==> src/rtl/gvt_tracker.sv <==
// gvt_tracker: Global Virtual Time for the PHOLD PDES engine.
// Each round takes the minimum of the active cores' LVTs and the queue head time.
// Ports:
//   clk, rst_n      clock, async active-low reset
//   sim_end         simulation end time (static while running)
//   core_lvt_vld    per-core LVT update strobes
//   core_lvt        packed per-core LVTs, core i at [i*TIME_W +: TIME_W]
//   core_active     per-core busy flags
//   queue_empty     event queue holds nothing
//   queue_min_time  queue head timestamp (valid when !queue_empty)
//   gvt             current GVT, never decreases
//   gvt_upd         one-cycle pulse when gvt changes
//   rtn_vld         simulation finished, sticky until reset
//   gvt_err         sticky monotonicity error (GVT_MONO_CHECK_EN only)
// Build option: define GVT_MONO_CHECK_EN to add the gvt_err checker output.
module gvt_tracker #(
   parameter int NUM_CORES = 8,
   parameter int TIME_W    = 16,
   parameter int CORE_W    = 3
) (
   input  logic                        clk,
   input  logic                        rst_n,
   input  logic [TIME_W-1:0]           sim_end,
   input  logic [NUM_CORES-1:0]        core_lvt_vld,
   input  logic [NUM_CORES*TIME_W-1:0] core_lvt,
   input  logic [NUM_CORES-1:0]        core_active,
   input  logic                        queue_empty,
   input  logic [TIME_W-1:0]           queue_min_time,
   output logic [TIME_W-1:0]           gvt,
   output logic                        gvt_upd,
   output logic                        rtn_vld
`ifdef GVT_MONO_CHECK_EN
   ,
   output logic                        gvt_err
`endif
);

   typedef enum logic [1:0] {
      S_IDLE,
      S_SCAN,
      S_COMMIT,
      S_DONE
   } state_t;

   // All-ones is "infinite": an empty queue seeds the scan with it
   localparam logic [TIME_W-1:0] INF  = '1;
   localparam logic [CORE_W-1:0] LAST = CORE_W'(NUM_CORES - 1);

   state_t            state;
   logic [TIME_W-1:0] lvt_r [NUM_CORES];
   logic [TIME_W-1:0] min_r;
   logic [CORE_W-1:0] idx;

   logic [TIME_W-1:0] seed;
   logic [TIME_W-1:0] lvt_sel;
   logic [TIME_W-1:0] gvt_nxt;
   logic              idle_all;
   logic              adv;

   assign seed     = queue_empty ? INF : queue_min_time;
   assign lvt_sel  = lvt_r[idx];
   assign idle_all = (core_active == '0) && queue_empty;

   // Only a strictly larger, finite minimum moves gvt forward
   assign adv     = !idle_all && (min_r > gvt) && (min_r != INF);
   assign gvt_nxt = adv ? min_r : gvt;

   always_ff @(posedge clk or negedge rst_n) begin
      if (!rst_n) begin
         for (int i = 0; i < NUM_CORES; i++)
            lvt_r[i] <= '0;
      end else begin
         for (int i = 0; i < NUM_CORES; i++)
            if (core_lvt_vld[i])
               lvt_r[i] <= core_lvt[i*TIME_W +: TIME_W];
      end
   end

   always_ff @(posedge clk or negedge rst_n) begin
      if (!rst_n) begin
         state   <= S_IDLE;
         idx     <= '0;
         min_r   <= '0;
         gvt     <= '0;
         gvt_upd <= 1'b0;
         rtn_vld <= 1'b0;
      end else begin
         gvt_upd <= 1'b0;
         unique case (state)
            S_IDLE: begin
               idx   <= '0;
               min_r <= seed;
               state <= S_SCAN;
            end
            S_SCAN: begin
               // Registered LVT: a same-cycle write lands next round
               if (core_active[idx] && (lvt_sel < min_r))
                  min_r <= lvt_sel;
               if (idx == LAST)
                  state <= S_COMMIT;
               else
                  idx <= idx + 1'b1;
            end
            S_COMMIT: begin
               if (adv) begin
                  gvt     <= min_r;
                  gvt_upd <= 1'b1;
               end
               if (idle_all || (gvt_nxt >= sim_end)) begin
                  state   <= S_DONE;
                  rtn_vld <= 1'b1;
               end else begin
                  state <= S_SCAN;
                  idx   <= '0;
                  min_r <= seed;
               end
            end
            S_DONE: begin
               rtn_vld <= 1'b1;
            end
            default: begin
               state <= S_IDLE;
            end
         endcase
      end
   end

`ifdef GVT_MONO_CHECK_EN
   // Sticky flag: some active source reported a time behind committed gvt
   always_ff @(posedge clk or negedge rst_n) begin
      if (!rst_n)
         gvt_err <= 1'b0;
      else if ((state == S_COMMIT) && !idle_all && (min_r < gvt))
         gvt_err <= 1'b1;
   end
`endif

endmodule

==> config.mk <==
export PLATFORM = sky130hd
export DESIGN_NAME = gvt_tracker
export DESIGN_NICKNAME = d
export VERILOG_FILES = /design/src/rtl/gvt_tracker.sv
export SDC_FILE = /design/constraint.sdc
export NUM_CORES = 1
export LEC_CHECK = 0
export ABC_AREA = 1
export CORE_MARGIN = 5
export CORE_UTILIZATION = 27
export DETAILED_ROUTE_END_ITERATION = 10
export GPL_TIMING_DRIVEN = 0
export PLACE_DENSITY_LB_ADDON = 0.2
export SETUP_SLACK_MARGIN = 0.5
export SLEW_MARGIN = 40
export SYNTH_ARGS = -nofsm -noshare
export SYNTH_HDL_FRONTEND = slang
export SYNTH_SLANG_ARGS = --single-unit
==> constraint.sdc <==
create_clock -name clk -period 3.1 [get_ports clk]
set_input_delay 0.465 -clock clk [delete_from_list [all_inputs] [get_ports clk]]
set_output_delay 0.465 -clock clk [all_outputs]
set_load 0.01 [all_outputs]
==> results of run 1 <==
-- cell type report --
type / instances / share of cell area (%)
multi-input cells: 723 / 33.6
flip-flops and latches: 167 / 32.8
repair buffers: 226 / 17.6
inverters: 146 / 4.30
clock buffers: 17 / 3.34
clock inverters: 15 / 1.74
plain buffers: 58 / 2.21
well taps: 448 / 4.40
-- report_power, final --
group	switching, mW	internal, mW
clock network	1.15	1.14
registers	0.265	2.58
logic	3.56	2.60
total	4.98	6.31
-- worst max-delay path by stage --
stage | from | slack, ns | end
after floorplan | gvt[1]$_DFFE_PN0P_ | -0.11 | min_r[10]$_DFFE_PN0P_
after global placement | rst_n | -5.70 | lvt_r[29]$_DFFE_PN0P_
final | gvt[1]$_DFFE_PN0P_ | -0.60 | min_r[12]$_DFFE_PN0P_
after global routing | gvt[1]$_DFFE_PN0P_ | -0.83 | min_r[13]$_DFFE_PN0P_
after CTS | min_r[1]$_DFFE_PN0P_ | -0.54 | min_r[13]$_DFFE_PN0P_
after detailed placement | queue_empty | -1.14 | min_r[11]$_DFFE_PN0P_
-- routing by layer --
layer	vias up	GRT usage [%]	routed length [µm]
met5	-	0	32
met4	4	3.98	586
met3	34	3.04	1510
met2	197	26.7	14500
met1	3899	22.3	14400
li1	4122	-	-
-- cells by family (layout without fill, tap and decap cells) --
| logic type | Yosys count | in the layout | share of synthesized area [%] |
|---|---|---|---|
| buf+inv | 204 | 462 | 8.79 |
| flops | 167 | 167 | 46.1 |
| fa+ha+maj | 53 | 53 | 7.32 |
| compound gates | 302 | 302 | 17.8 |
| mux | 45 | 45 | 5.59 |
| simple gates | 323 | 323 | 14.3 |
-- timing repair --
action	CTS	global route
gates cloned	1	2
pin swaps	6	8
endpoints found under the hold margin	52	0
setup buffers	15	12
gates resized for setup	10	56
hold buffers	1	0
setup endpoints to repair	21	21
-- layout by cell type (no fill, tap or decap), types with 6 or more instances in the layout --
cell type,Yosys,final
mux2_2,45,45
a31oi_1,15,15
clkdlybuf4s50_1,0,192
clkbuf_16,0,18
o21ai_1,2,13
o21ai_0,186,169
clkinv_8,0,6
buf_2,9,9
buf_1,9,7
o21ai_2,0,6
nor2_1,17,15
buf_4,1,29
a221oi_1,15,15
clkbuf_1,37,35
nand2_2,0,9
inv_1,145,139
ha_1,53,48
inv_2,1,7
nand4_1,6,6
nand2_1,262,251
nand3_1,27,26
dfrtp_1,167,166
a21oi_1,75,69
-- flip-flops by register name, indices dropped and copies added, names as in the netlist --
name     cells
lvt_r      128
gvt         16
min_r       16
idx          3
state        2
gvt_upd      1
rtn_vld      1
-- through the flow --
stage	std cells	cell area, µm²	power [mW]
global route	1800	12800	12.2
CTS	1786	12400	10.7
detailed placement	1737	11600	8.07
floorplan	1094	9090	6.28
finish	1800	12800	11.3
global placement	1735	11600	7.94
-- worst max-delay path, stage by stage, from the launching register on --
cell	delay, ns
dfrtp_1	0.38
inv_2	0.05
ha_4	0.26
inv_2	0.03
nor2_2	0.07
o21ai_1	0.06
nand2_1	0.06
nand3_1	0.08
o211ai_1	0.10
a21oi_1	0.09
o21ai_1	0.18
nand2_2	0.20
buf_8	0.19
o21ai_1	0.17
ha_1	0.29
a21oi_2	0.14
o21ai_2	0.08
a21oi_4	0.16
nand4_1	0.27
a21oi_4	0.35
nand2_4	0.11
buf_6	0.16
nand2_1	0.06
nand2_1	0.04
==> impl_metrics.csv, run 1 <==
group,metric,value,unit
grt,grt_util_all_layers,16.2,%
worst_setup_path,worstSetupEndpointType,"flop",
hold_path,hold_class,"flop to flop",
synthesis,synth_top_area_share,46.1,%
detailed_routing,drc,0,
clock_tree,root_buffer,"clkbuf_16",
synthesis,syn_area,9060,µm²
placed_design,dp_worst_setup_slack,-1.14,ns
sta,fin_tns_setup,-11.85,ns
worst_setup_path,crit_arrival,4.03,ns
clock_tree,cts_tree,"built",
sta,setup_viol,21,
sta,max_freq,0.270,GHz
synthesis,avgSynthCellArea,8.28,µm²
sta,hold_ws,0.504,ns
die,dieArea,37300,µm²
grt,grt_first_pass_wirelength,46000,µm
worst_setup_path,critPathMaxFanout,10,
sta,finalCritPeriodShare,119,%
outcome,violations,"negative setup slack",
worst_setup_path,rrSetupSlack,-0.60,ns
synthesis,syn_inst,1094,
die,initial_utilization,27.1,%
grt,grt_pass1_vias,8291,
final_layout,seq_area,4180,µm²
grt,overflow,0,
detailed_routing,wl_per_cell,17.2,µm
die,die_y,193,µm
detailed_routing,num_vias,8256,
sta,finalClockSkew,0.0201,ns
clock_tree,clock-sinks,167,
final_layout,diodes,0,
placed_design,gp_congestion,0.826,
worst_setup_path,r2r_start,"gvt[1]$_DFFE_PN0P_",
clock_tree,clk_pin_slew,0.07,ns
synthesis,synth_most_common_cell,"nand2_1",
die,core,33400,µm²
clock_tree,htree_num_levels,4,
detailed_routing,first_pass_iters,5,
worst_setup_path,reg2reg_to,"min_r[12]$_DFFE_PN0P_",
final_layout,drive_gt1_share,12.8,%
grt,antenna_found_initial,2,
final_layout,multi_input_area,4290,µm²
synthesis,synth_nets,1326,
clock_tree,clk_latency,0.45,ns
detailed_routing,drtIter0Drc,462,
hold_path,hold_depth,1,
hold_path,min_to,"lvt_r[125]$_DFFE_PN0P_",
grt,grt_max_degree,69,
final_layout,nNetsFinal,1571,
synthesis,synthTopCellsByArea,"dfrtp_1, nand2_1, o21ai_0, ha_1, inv_1",
synthesis,synth_cell_types,30,
synthesis,synth-edff-count,0,
pwr,peakVddDrop,0.000397,V
final_layout,synthToLayoutAreaGrowth,40.8,%
sta,tightest_slew,0.620,ns
synthesis,yosys_warnings,0,
outcome,outcome,"finished, violations left",
worst_setup_path,critPathKind,"flop to flop",
die,ioPinCount,197,
detailed_routing,postRouteAntennaNets,0,
detailed_routing,avgViaCountPerCell,4.59,
synthesis,synth_area_leader_cell,"dfrtp_1",
detailed_routing,drt-total-wl,31000,µm
die,fp.dieW,193,µm
sta,fin_ws,-0.604,ns
sta,hold_viol,0,
sta,maxSlewHeadroom,58.7,%
sta,timing.final.crit_period,3.70,ns
sta,rsz0062_at_grt,"true",
sta,slew_viol_final,0,
pwr,p_leak,5.78,nW
pwr,powerDensity,886,nW/µm²
clock_tree,numCtsBuffers,17,
worst_setup_path,crit_path_start_kind,"flop",
placed_design,port_buffers,193,
synthesis,yosysSeqAreaShare,46.1,%
synthesis,synth-seq-cells,167,
job,drv_cap,0,
final_layout,fillerInstances,3516,
synthesis,synth_common_cells,"nand2_1, o21ai_0, dfrtp_1",
die,placementRows,67,
worst_setup_path,critPathRequiredTime,3.43,ns
clock_tree,clockBufferDepth,2,
synthesis,ys_async_sr_fraction,100,%
final_layout,final_util,38.2,%
hold_path,hold_start,"lvt_r[125]$_DFFE_PN0P_",
worst_setup_path,ff2ff_path_depth,23,
synthesis,synthFlopType,"dfrtp_1",
placed_design,place_hpwl,24500,µm
Note: power is estimated with default switching activity, not from simulation.
==> inputs of run 2 (changes only) <==
--- a/config.mk
+++ b/config.mk
@@ -10,6 +10,7 @@
 export CORE_UTILIZATION = 27
 export DETAILED_ROUTE_END_ITERATION = 10
 export GPL_TIMING_DRIVEN = 0
+export HOLD_SLACK_MARGIN = 0.08
 export PLACE_DENSITY_LB_ADDON = 0.2
 export SETUP_SLACK_MARGIN = 0.5
 export SLEW_MARGIN = 40
==> results of run 2 <==
No change in the layout: final DEF, timing and power equal those of run 1.
